### src/rtl/kt8_pkg.sv
// Shared definitions for the KT8 I/O window: register offsets, field bit positions
// and the read-back layout of STATUS.
package kt8_pkg;

    localparam int IO_SEL_BIT = 4;

    localparam logic [3:0] OFF_GPIO_OUT = 4'h0;
    localparam logic [3:0] OFF_GPIO_IN  = 4'h1;
    localparam logic [3:0] OFF_TMR_CNT  = 4'h2;
    localparam logic [3:0] OFF_TMR_CMP  = 4'h3;
    localparam logic [3:0] OFF_TMR_CTRL = 4'h4;
    localparam logic [3:0] OFF_TX_DATA  = 4'h5;
    localparam logic [3:0] OFF_STATUS   = 4'h6;
    localparam logic [3:0] OFF_OVF_CLR  = 4'h7;

    localparam int CTRL_EN     = 0;
    localparam int CTRL_PS_LSB = 1;
    localparam int CTRL_PS_MSB = 3;
    localparam int CTRL_IE     = 6;
    localparam int CTRL_MATCH  = 7;

    localparam int ST_FULL    = 0;
    localparam int ST_EMPTY   = 1;
    localparam int ST_OVF     = 2;
    localparam int ST_CNT_LSB = 3;
    localparam int ST_CNT_MSB = 6;
    localparam int ST_MATCH   = 7;

    typedef struct packed {
        logic       match;
        logic [3:0] count;
        logic       ovf;
        logic       empty;
        logic       full;
    } status_t;

    // Terminal prescaler value for a given PS field: 2^PS - 1.
    function automatic logic [7:0] ps_limit(input logic [2:0] ps);
        return 8'((9'd1 << ps) - 9'd1);
    endfunction

endpackage

### src/rtl/kt8_byte_fifo.sv
// Circular byte FIFO; push data is visible at the head one edge after the push, pop is combinational on the head.
// A push into a full FIFO without a same-cycle pop is dropped and flagged on ovf for that cycle.
module kt8_byte_fifo #(
    parameter int DEPTH = 4,
    parameter int CW    = $clog2(DEPTH) + 1
) (
    input  logic          clk,
    input  logic          rst_n,
    input  logic          push,
    input  logic [7:0]    push_dat,
    input  logic          pop,
    output logic [7:0]    head_dat,
    output logic          full,
    output logic          empty,
    output logic [CW-1:0] count,
    output logic          ovf
);

    localparam int AW = $clog2(DEPTH);

    logic [7:0]    mem [DEPTH];
    logic [AW-1:0] rd_ptr;
    logic [AW-1:0] wr_ptr;
    logic          pop_ok;
    logic          push_ok;

    assign full     = (count == CW'(DEPTH));
    assign empty    = (count == '0);
    assign pop_ok   = pop & ~empty;
    // A pop in the same cycle frees the slot the push needs.
    assign push_ok  = push & (~full | pop_ok);
    assign ovf      = push & full & ~pop_ok;
    assign head_dat = empty ? 8'h00 : mem[rd_ptr];

    always_ff @(posedge clk or negedge rst_n) begin
        if (!rst_n) begin
            rd_ptr <= '0;
            wr_ptr <= '0;
            count  <= '0;
        end else begin
            if (push_ok) begin
                wr_ptr <= wr_ptr + 1'b1;
            end
            if (pop_ok) begin
                rd_ptr <= rd_ptr + 1'b1;
            end
            case ({push_ok, pop_ok})
                2'b10:   count <= count + 1'b1;
                2'b01:   count <= count - 1'b1;
                default: count <= count;
            endcase
        end
    end

    always_ff @(posedge clk) begin
        if (push_ok) begin
            mem[wr_ptr] <= push_dat;
        end
    end

endmodule

### src/rtl/kt8_mmio.sv
// KT8 upper-16-byte I/O window: RAM/IO decode, GPIO, prescaled compare timer, TX byte FIFO.
// Register writes visible one cycle later; reads are combinational; TX stream pops on valid & ready.
module kt8_mmio
    import kt8_pkg::*;
#(
    parameter int FIFO_DEPTH  = 4,
    parameter int SYNC_STAGES = 2
) (
    input  logic       clk_i,
    input  logic       rst_ni,
    input  logic [4:0] addr_i,
    input  logic [7:0] data_i,
    input  logic       we_i,
    output logic [7:0] data_o,
    input  logic [7:0] ram_data_i,
    output logic       ram_we_o,
    input  logic [7:0] gpio_i,
    output logic [7:0] gpio_o,
    output logic [7:0] tx_data_o,
    output logic       tx_valid_o,
    input  logic       tx_ready_i,
    output logic       irq_o
);

    localparam int CW = $clog2(FIFO_DEPTH) + 1;

    logic          io_sel;
    logic [3:0]    off;
    logic          io_we;
    logic          wr_gpio;
    logic          wr_cnt;
    logic          wr_cmp;
    logic          wr_ctrl;
    logic          wr_tx;
    logic          wr_ovf_clr;

    logic [7:0]    gpio_q;
    logic [7:0]    sync_q [SYNC_STAGES];

    logic [7:0]    tmr_cnt;
    logic [7:0]    tmr_cmp;
    logic [6:0]    tmr_ctrl;
    logic [7:0]    presc;
    logic          tmr_match;
    logic          tmr_en;
    logic [2:0]    tmr_ps;
    logic          tick;
    logic          hit;

    logic          ovf_q;
    logic          fifo_full;
    logic          fifo_empty;
    logic          fifo_ovf;
    logic [CW-1:0] fifo_count;
    status_t       status;
    logic [7:0]    rd_dat;

    assign io_sel     = addr_i[IO_SEL_BIT];
    assign off        = addr_i[3:0];
    assign io_we      = we_i & io_sel;
    assign ram_we_o   = we_i & ~io_sel;
    assign wr_gpio    = io_we && (off == OFF_GPIO_OUT);
    assign wr_cnt     = io_we && (off == OFF_TMR_CNT);
    assign wr_cmp     = io_we && (off == OFF_TMR_CMP);
    assign wr_ctrl    = io_we && (off == OFF_TMR_CTRL);
    assign wr_tx      = io_we && (off == OFF_TX_DATA);
    assign wr_ovf_clr = io_we && (off == OFF_OVF_CLR);

    assign gpio_o = gpio_q;

    always_ff @(posedge clk_i or negedge rst_ni) begin
        if (!rst_ni) begin
            gpio_q <= 8'h00;
            for (int i = 0; i < SYNC_STAGES; i++) begin
                sync_q[i] <= 8'h00;
            end
        end else begin
            if (wr_gpio) begin
                gpio_q <= data_i;
            end
            sync_q[0] <= gpio_i;
            for (int i = 1; i < SYNC_STAGES; i++) begin
                sync_q[i] <= sync_q[i-1];
            end
        end
    end

    assign tmr_en = tmr_ctrl[CTRL_EN];
    assign tmr_ps = tmr_ctrl[CTRL_PS_MSB:CTRL_PS_LSB];
    assign tick   = tmr_en && (presc == ps_limit(tmr_ps));
    assign hit    = tick && (tmr_cnt == tmr_cmp);
    assign irq_o  = tmr_match & tmr_ctrl[CTRL_IE];

    always_ff @(posedge clk_i or negedge rst_ni) begin
        if (!rst_ni) begin
            tmr_cnt   <= 8'h00;
            tmr_cmp   <= 8'h00;
            tmr_ctrl  <= 7'h00;
            presc     <= 8'h00;
            tmr_match <= 1'b0;
        end else begin
            if (wr_ctrl) begin
                tmr_ctrl <= data_i[6:0];
            end
            if (wr_cmp) begin
                tmr_cmp <= data_i;
            end

            if (wr_ctrl) begin
                presc <= 8'h00;
            end else if (tmr_en) begin
                presc <= tick ? 8'h00 : presc + 8'd1;
            end

            // A CPU load of CNT replaces the whole tick, including its match.
            if (wr_cnt) begin
                tmr_cnt <= data_i;
            end else if (tick) begin
                tmr_cnt <= hit ? 8'h00 : tmr_cnt + 8'd1;
            end

            if (hit && !wr_cnt) begin
                tmr_match <= 1'b1;
            end else if (wr_ctrl && data_i[CTRL_MATCH]) begin
                tmr_match <= 1'b0;
            end
        end
    end

    kt8_byte_fifo #(
        .DEPTH    (FIFO_DEPTH),
        .CW       (CW)
    ) u_fifo (
        .clk      (clk_i),
        .rst_n    (rst_ni),
        .push     (wr_tx),
        .push_dat (data_i),
        .pop      (tx_ready_i),
        .head_dat (tx_data_o),
        .full     (fifo_full),
        .empty    (fifo_empty),
        .count    (fifo_count),
        .ovf      (fifo_ovf)
    );

    assign tx_valid_o = ~fifo_empty;

    always_ff @(posedge clk_i or negedge rst_ni) begin
        if (!rst_ni) begin
            ovf_q <= 1'b0;
        end else if (fifo_ovf) begin
            ovf_q <= 1'b1;
        end else if (wr_ovf_clr) begin
            ovf_q <= 1'b0;
        end
    end

    assign status = '{
        match: tmr_match,
        count: 4'(fifo_count),
        ovf:   ovf_q,
        empty: fifo_empty,
        full:  fifo_full
    };

    always_comb begin
        rd_dat = 8'h00;
        if (!io_sel) begin
            rd_dat = ram_data_i;
        end else begin
            case (off)
                OFF_GPIO_OUT: rd_dat = gpio_q;
                OFF_GPIO_IN:  rd_dat = sync_q[SYNC_STAGES-1];
                OFF_TMR_CNT:  rd_dat = tmr_cnt;
                OFF_TMR_CMP:  rd_dat = tmr_cmp;
                OFF_TMR_CTRL: rd_dat = {tmr_match, tmr_ctrl};
                OFF_STATUS:   rd_dat = status;
                default:      rd_dat = 8'h00;
            endcase
        end
    end

    assign data_o = rd_dat;

endmodule

### config.mk
export PLATFORM = sky130hd
export DESIGN_NAME = kt8_mmio
export DESIGN_NICKNAME = d
export VERILOG_FILES = /design/src/rtl/kt8_pkg.sv /design/src/rtl/kt8_byte_fifo.sv /design/src/rtl/kt8_mmio.sv
export SDC_FILE = /design/constraint.sdc
export NUM_CORES = 1
export LEC_CHECK = 0
export BUFFER_PORTS_ARGS = -buffer_cell sky130_fd_sc_hd__buf_2
export CAP_MARGIN = 20
export CORE_ASPECT_RATIO = 0.6
export CORE_UTILIZATION = 55
export CTS_CLUSTER_SIZE = 20
export DETAILED_ROUTE_END_ITERATION = 7
export HOLD_SLACK_MARGIN = 0.02
export PLACE_DENSITY = 0.76
export SYNTH_ARGS = -nofsm -noshare
export SYNTH_HDL_FRONTEND = slang
export SYNTH_SLANG_ARGS = --single-unit
### constraint.sdc
create_clock -name clk_i -period 2.5 [get_ports clk_i]
set_input_delay 0.125 -clock clk_i [delete_from_list [all_inputs] [get_ports clk_i]]
set_output_delay 0.125 -clock clk_i [all_outputs]
set_load 0.005 [all_outputs]
# Word-level counts from Yosys, hierarchy flattened
# Memory sizes are Yosys's and may differ from the RTL's.
# Index checks and enable logic that the tools add are counted.
# classes
n_reduce_logical	18
n_bitwise	12
n_lt_le_gt_ge	0
n_eq_ne	12
div	0
muxes	16
shift	1
n_addsub	7
n_mul	0
# op_table
operator	count
$mux 8	8
$pmux 8 s6	1
$add 8x1->8 const B	2
$eq 4x3->1 const B	4
$eq 8x8->1	2
$logic_and 1x1->1	10
$reduce_bool 2->1	5
$eq 4x2->1 const B	2
$shl 1x3->8 const A	1
$sub 8x1->8 const B	1
$and 1x1->1	7
$mux 1	6
$pmux 3 s2	1
$add 2x1->2 const B	2
$eq 4x1->1 const B	1
$logic_not 4->1	1
$not 1->1	4
$add 3x1->3 const B	1
$eq 3x3->1 const B	1
$logic_not 3->1	1
$sub 3x1->3 const B	1
$eq 2x1->1 const B	1
$eq 2x2->1 const B	1
$logic_not 1->1	1
$or 1x1->1	1
# totals
romBits	0
input_bits	33
memories	1
latch_bits	0
word_cells	79
ff_bits	64
output_inout_bits	27
ramBits	32
# mem_list
memory	depth	width	read_ports	rd_ports_with_merged_regs	write_ports	line_no	text
u_fifo.mem	4	8	1	0	1	kt8_byte_fifo.sv:21	logic [7:0] mem [DEPTH];

# Depth between registers and ports, before layout
# Gate-level depths: netlist of run 1.
# depth
ltp_word	8
ltp_mapped	11
mapped_depth_nobuf	10

# Hierarchy
# Synthesis of run 1 repeated with hierarchy kept, for this count alone.
# unflattened
hier_cells	374
area_unflattened_um2	4628.2
# modules_own_cells
module	area_per_inst_um2	n_inst	cells_each	seq_area_each_um2
kt8_mmio	2972.9	1	283	1426.4
kt8_byte_fifo	1655.3	1	91	1136.1

# Worst setup path after synthesis of run 1
# OpenSTA, ideal clock, no wires.
# synth_timing
path_kind	input port to flip-flop
startpoint	in addr_i[2]
endpoint	reg u_fifo.count[1]
setup_time_ns	0.083
path_buffers	1
path_slack_ns	0.237
t_required_ns	2.417
stages	9
arrival_time_ns	2.180
cell_sequence	clkbuf_1 > nand2_1 > nor3_1 > nor3b_1 > inv_1 > ha_1 > inv_1 > fa_1 > o21ai_0
# synth_via
elab_chain_cells	5
elab_cells_between_ends	7
cone_classes	eq/ne (3); mux (1); bitwise (1); reduce/logical (2)
# synth_lines
item	line_no	text
from (decl)	kt8_mmio.sv:11	input logic [4:0] addr_i,
$eq 4x3->1 (*)	kt8_mmio.sv:66	assign wr_tx = io_we && (off == OFF_TX_DATA);
$logic_and 1x1->1 (*)	kt8_mmio.sv:66	
$and 1x1->1 (*)	kt8_byte_fifo.sv:31	assign push_ok = push & (~full | pop_ok);
$eq 2x1->1 or $eq 2x2->1 (tied branches)	kt8_byte_fifo.sv:47	case ({push_ok, pop_ok})
$pmux 3 s2 or $reduce_bool 2->1 (tied branches)	n/a	
to (signal assigned)	kt8_byte_fifo.sv:48	2'b10: count <= count + 1'b1;
to (signal assigned)	kt8_byte_fifo.sv:49	2'b01: count <= count - 1'b1;
to (signal assigned)	kt8_byte_fifo.sv:50	default: count <= count;
to (decl)	kt8_byte_fifo.sv:15	output logic [CW-1:0] count,
# Mark *: on every way between the ends. The rest lies on a longest branch, timed or not.
# A chain may end at the register's enable or synchronous reset.

# Final worst setup path of run 1
# layout_timing
startpoint	reg tmr_ctrl[2]
endpoint	reg tmr_cnt[6]
# layout_via
elab_chain_cells	8
elab_cells_between_ends	9
cone_classes	add/sub (1); eq/ne (1); shift (1); mux (3); reduce/logical (3)
# layout_lines
item	line_no	text
from (decl)	kt8_mmio.sv:42	logic [6:0] tmr_ctrl;
from (signal assigned)	kt8_mmio.sv:103	tmr_ctrl <= data_i[6:0];
$shl 1x3->8 (*)	kt8_pkg.sv:39	return 8'((9'd1 << ps) - 9'd1);
$sub 8x1->8 (*)	kt8_pkg.sv:39	
$eq 8x8->1 (*)	kt8_mmio.sv:90	assign tick = tmr_en && (presc == ps_limit(tmr_ps));
$logic_and 1x1->1 (*)	kt8_mmio.sv:90	
$logic_and 1x1->1	kt8_mmio.sv:91	assign hit = tick && (tmr_cnt == tmr_cmp);
$mux 8	kt8_mmio.sv:119	tmr_cnt <= hit ? 8'h00 : tmr_cnt + 8'd1;
$mux 8	kt8_mmio.sv:118	end else if (tick) begin
$mux 8	kt8_mmio.sv:116	if (wr_cnt) begin
to (signal assigned)	kt8_mmio.sv:117	tmr_cnt <= data_i;
to (signal assigned)	kt8_mmio.sv:119	
to (decl)	kt8_mmio.sv:40	logic [7:0] tmr_cnt;
# Mark *: on every way between the ends. The rest lies on a longest branch, timed or not. The select of a mux whose other input is x is not followed.

==> results of run 1 <==
-- flip-flops by register name, summed over array words and instances (netlist names) --
signal and cells:
u_fifo.rd_ptr 2, tmr_cnt 8, u_fifo.mem 32, presc 8, ovf_q 1, tmr_cmp 8, gpio_o 8, u_fifo.count 3
tmr_ctrl 7, tmr_match 1, u_fifo.wr_ptr 2, sync_q 16
-- area by class of cell --
type                            instances  area, µm²  area share, %
Clock buffer                           11      242.7          4.395
Clock inverter                          5      56.30          1.019
Inverter                               21      78.83          1.427
Multi-Input combinational cell        236       1914          34.66
Sequential cell                        96       2562          46.40
Tap cell                              108      135.1          2.447
Timing Repair Buffer                   86      533.0          9.651
-- power groups by stage --
stage                     logic (mW)  clock network (mW)  registers (mW)
after floorplan                0.941                   0            2.05
after global placement          1.18                   0            2.23
after detailed placement        1.23                   0            2.25
after CTS                       1.25                1.38            2.22
after global routing            1.37                1.44            2.26
final                           1.24                1.36            2.23
-- worst max-delay path, cell delays in order, from the launching register on --
cell and delay (ns):
dfrtp_1 0.57, or4b_1 0.49, nand3_1 0.12, o211ai_1 0.09, a21o_1 0.33, or4_1 0.55
a31oi_1 0.19
-- cell usage in the layout (no fill, tap or decap), types with 8 or more instances in the layout --
cell type       n
nor2b_1         8
buf_2          59
edfxtp_1       32
o22ai_1         8
a21oi_1        14
mux4_2         15
a31oi_1         8
dlygate4sd3_1   9
buf_4          17
nand2_1        21
nor2_1         20
mux2_2         23
inv_1          21
and2_1         14
clkbuf_16       9
xnor2_1        13
dfrtp_1        64
-- cell families after synthesis --
kind of cell | count (synthesis) | synth area share (%)
adder cells (fa/ha/maj) | 8 | 2.320
flip-flops | 96 | 55.25
multiplexers | 45 | 14.38
AND/OR/NAND/NOR | 109 | 13.03
buffers and inverters | 40 | 3.480
AO/OA/AOI/OAI | 55 | 7.958
XOR/XNOR | 19 | 3.588
-- final timing paths --
check	startpoint	to	cells past startpoint
max	tmr_ctrl[2]	tmr_cnt[6]	6
min	data_i[4]	u_fifo.mem[3][4]	1
max reg2reg	tmr_ctrl[2]	tmr_cnt[6]	6
min reg2reg	sync_q[11]	sync_q[3]	0
max in group asynchronous	rst_ni	tmr_cmp[5]	3
min in group asynchronous	rst_ni	presc[1]	3
-- what timing repair did --
item | in CTS | in global routing
resized for setup | 0 | 0
hold buffers | 9 | 0
endpoints found under the hold margin | 72 | 0
-- layer usage --
layer  global-route usage, %  wire length, µm  vias to the layer above
li1                        -                -                     1522
met1                   40.44             5228                     1650
met2                   38.25             4663                      156
met3                   8.203              923                       16
met4                   7.133              155                        0
met5                       0                0                        -
-- metrics by stage --
step,setup WS (ns),instances
6_report,0.08692,563
5_1_grt,0.009325,563
4_1_cts,0.1261,563
3_5_place_dp,0.07768,538
3_3_place_gp,0.1103,538
2_1_floorplan,0.2370,372
==> results.cfg, run 1 <==
[global_routing]
grt_pass1_vias = 3099
grt_usage_pct = 26.98
grt_pass1_wl_mm = 17.06
grt_overflow = 0
grt_max_degree = 65
grt_antenna_before_repair = 0

[synthesis]
syn_area_um2 = 4638
yosysTopAreaCellShare_pct = 34.53
synthCells = 372
synthDistinctLibCells = 50
synth_ff_type = dfrtp_1
ys_ff_latch = 96
async_flop_share_pct = 66.67
syn_nets = 413
synth_area_leaders = dfrtp_1 (35%), edfxtp_1 (21%), mux4_2 (7.3%)
synth_area_leader_cell = dfrtp_1
synth_area_per_cell_um2 = 12.47
synth_most_common_cell = dfrtp_1
yosysWarnings = 0
ys_seq_area_share_pct = 55.25
synth_common_cells = dfrtp_1 (64), edfxtp_1 (32), mux2_2 (23), inv_1 (21), nand2_1 (21)
synth_enable_flop_cells = 32

[finish]
finalInstanceArea_um2 = 5523
antenna_cells = 0
area_growth_pct = 19.07
nFillCells = 614
layout-drive-gt1-share_pct = 29.23
nets = 491
post-route-util_pct = 68.97

[placement]
placed_area_um2 = 5134
gp_congestion = 0.8899
io_buffers = 59
dp_hpwl_mm = 7.938

[power_and_ir_drop]
p_per_area_nw_per_um2 = 875.8
p_sw_share_pct = 30.84
internal-power_mw = 3.345
max-vdd-ir-drop_uv = 671.3
comb_power_share_pct = 25.7
power.switching_mw = 1.492
p_leak_nw = 2.368
seqPwrFrac_pct = 46.1
total_power_mw = 4.837
power_frac_clock_pct = 28.1

[clock_tree]
clock_latency_ns = 0.35
cts_sinks = 96
cts_setup_buffers = 0
cts_made_buffers = 9
cts_tree = yes
cts_root_buf = clkbuf_16
clk_pin_slew_ns = 0.06
clk_path_buf_depth = 2
ctsHtreeMaxLevel = 3

[worst_setup_path]
cp.required_ns = 2.76
worstPathArrival_ns = 2.67
worstSetupPathType = register to register
cp-start-kind = register
r2r_slack_ns = 0.09
end_kind = register
critPathMaxFanout = 16

[die]
initial_utilization_pct = 57.92
die_w_um = 120.6
coreArea_um2 = 8008
die_height_um = 73.13
fp.dieArea_um2 = 8816
ios = 60
placementRows = 25

[sta]
fin_skew_ns = 0.007900
finalMaxSlewViolations = 0
rsz0062_at_grt = false
post-route-period-util_pct = 96.52
fmax_mhz = 414.4
min_period_ns = 2.413
fin_tns_setup_ns = 0
setup_viol_count_final = 0
max-slew-margin-rel_pct = 58.85
hold_viol_final = 0
worst_pin_slew_ns = 0.6173
hold_ws_ns = 0.07939

[route]
vias = 3344
vias_per_cell = 5.940
first_iter_violations = 335
ant_nets = 0
route.detailed.drc = 0
first_pass_iters = 5
wirelength_mm = 10.97
wl_per_cell_um = 19.48

[min_path]
hold_class = input port to register

[run_status]
status = complete, no violations

[run]
maxCapViolations = 0
Note: power is estimated with default switching activity, not from simulation.
==> run 2, diff against run 1 <==
Settings changed: SETUP_SLACK_MARGIN from default to 0.4.
==> run 2 against run 1 <==
  * Die area did not move
  * Global-route usage rose by 1.2 points
  * Routed wire length rose by 6.2%
  * Register-to-register slack improved by 0.19 ns
  * First-iteration DRC count rose by 10%
  * Flip-flop and latch count did not move
  * Sequential power barely moved
  * Utilization rose by 3.0 points
  * Critical path type unchanged
  * Largest cell class unchanged
==> results.cfg, run 2 (synthesis results as in run 1) <==
[run_status]
status = complete, no violations

[route]
wl_per_cell_um = 20.19
route.detailed.drc = 0
vias = 3491
vias_per_cell = 6.050
first_iter_violations = 369
first_pass_iters = 5
ant_nets = 0
wirelength_mm = 11.65

[clock_tree]
cts_root_buf = clkbuf_16
cts_sinks = 96
clock_latency_ns = 0.34
clk_pin_slew_ns = 0.07
ctsHtreeMaxLevel = 3
clk_path_buf_depth = 2
cts_tree = yes
cts_made_buffers = 9

[finish]
largest_reg_flops = 32
area_growth_pct = 24.20
top_register = u_fifo.mem
reg.largest.list = u_fifo.mem (32), sync_q (16)
final_common_cell = buf_2
antenna_cells = 0
final_cells = 577
nets = 505
layout_common_cells = buf_2 (59), dfrtp_1 (58), edfxtp_1 (32)
layout-drive-gt1-share_pct = 37.10

[sta]
fin_tns_setup_ns = 0
finalMaxSlewViolations = 0
fmax_mhz = 450.1
fin_skew_ns = 0.007420
post-route-period-util_pct = 88.88
hold_viol_final = 0
min_period_ns = 2.222
worst_pin_slew_ns = 0.6079
setup_viol_count_final = 0
rsz0062_at_grt = true
max-slew-margin-rel_pct = 59.32

[die]
fp.dieArea_um2 = 8816
die_height_um = 73.13
placementRows = 25
coreArea_um2 = 8008
initial_utilization_pct = 57.92
ios = 60
die_w_um = 120.6

[power_and_ir_drop]
internal-power_mw = 3.462
power.switching_mw = 1.580
p_leak_nw = 2.458
total_power_mw = 5.041
seqPwrFrac_pct = 44.3
power_frac_clock_pct = 27.4
p_per_area_nw_per_um2 = 875.2
comb_power_share_pct = 28.3
p_sw_share_pct = 31.33
max-vdd-ir-drop_uv = 487.1

[min_path]
worstHoldStart = data_i[5]
whs_path_depth = 1
hold_class = input port to register
hold_path_end = u_fifo.mem[1][5]

[worst_setup_path]
cp.required_ns = 2.77
r2r-end = tmr_cnt[6]
r2r_slack_ns = 0.28
end_kind = register
critPathMaxFanout = 7
worstPathArrival_ns = 2.49
worstRegToRegCells = 6
cp-start-kind = register
timing.rr.start = tmr_ctrl[3]
worstSetupPathType = register to register

[global_routing]
grt_usage_pct = 28.21
grt_pass1_wl_mm = 17.84
grt_max_degree = 26
grt_pass1_vias = 3279
grt_antenna_before_repair = 0
grt_overflow = 0

[placement]
gp_congestion = 0.8722
dp_cells = 534
dp_hpwl_mm = 7.799
io_buffers = 59

[run]
maxCapViolations = 0
==> run 2: cell types whose count changed in the layout (fill, tap and decap cells not counted), moves of 5 or more <==
cell and delta:
a21oi_1 -5, a21oi_2 +5, buf_4 +12, dfrtp_2 +6
dfrtp_1 -6
==> run 2: how the worst max path moves through the flow <==
| stage | start | to | slack, ns |
|---|---|---|---|
| 6_report | tmr_ctrl[3] | tmr_cnt[6] | 0.28 |
| 5_1_grt | tmr_ctrl[3] | tmr_cnt[6] | 0.22 |
| 4_1_cts | tmr_ctrl[3] | tmr_cnt[6] | 0.32 |
| 3_5_place_dp | tmr_ctrl[3] | tmr_cnt[6] | 0.11 |
| 3_3_place_gp | tmr_ctrl[3] | tmr_cnt[6] | 0.16 |
| 2_1_floorplan | presc[4] | tmr_cnt[6] | 0.41 |
==> run 2: final cells by class <==
| type | count | area (µm²) |
|---|---|---|
| clock buffer | 10 | 239.0 |
| clock inverter | 6 | 66.31 |
| fill | 559 | 2247 |
| inverter | 21 | 78.83 |
| multi-input combinational | 237 | 2044 |
| sequential | 96 | 2570 |
| tap | 108 | 135.1 |
| timing repair buffer | 99 | 626.9 |
==> run 2: layer usage <==
| layer | GRT usage (%) | part of all wire, % |
|---|---|---|
| met1 | 42.23 | 46 |
| met2 | 39.91 | 43 |
| met3 | 8.438 | 9.8 |
| met4 | 8.093 | 1.0 |
| met5 | 0 | 0 |
==> run 2: power groups by stage <==
| stage | registers, mW | clock network, mW | logic [mW] |
|---|---|---|---|
| after global routing | 2.26 | 1.46 | 1.57 |
| after CTS | 2.22 | 1.40 | 1.34 |
| after detailed placement | 2.24 | 0 | 1.20 |
| after global placement | 2.22 | 0 | 1.18 |
| after floorplan | 2.05 | 0 | 0.942 |
| final | 2.23 | 1.38 | 1.43 |
==> run 2: critical path: stages, from the launching register on <==
cell and delay [ns]:
dfrtp_2 0.46, or4b_4 0.55, nand3_2 0.09, o211ai_1 0.13, a21o_4 0.25, or4_1 0.53, a31oi_1 0.14
==> run 2: repair_timing <==
item,4_1_cts,5_1_grt
gates cloned,1,0
gates resized for setup,17,16
endpoints found under the setup margin,13,27
endpoints found under the hold margin,26,0
pin swaps,5,5
buffers inserted,12,5
hold buffers,9,0
==> run 2: metrics by stage <==
stage	util [%]	instance area (µm²)	hold WS (ns)	setup slack, ns
after floorplan	-	4643	-0.1706	0.4068
after global placement	63.64	5096	0.09872	0.1583
after detailed placement	63.64	5096	0.09918	0.1120
after CTS	70.67	5659	0.06403	0.3187
after global routing	71.94	5761	0.06581	0.2191
final	71.94	5761	0.07598	0.2781
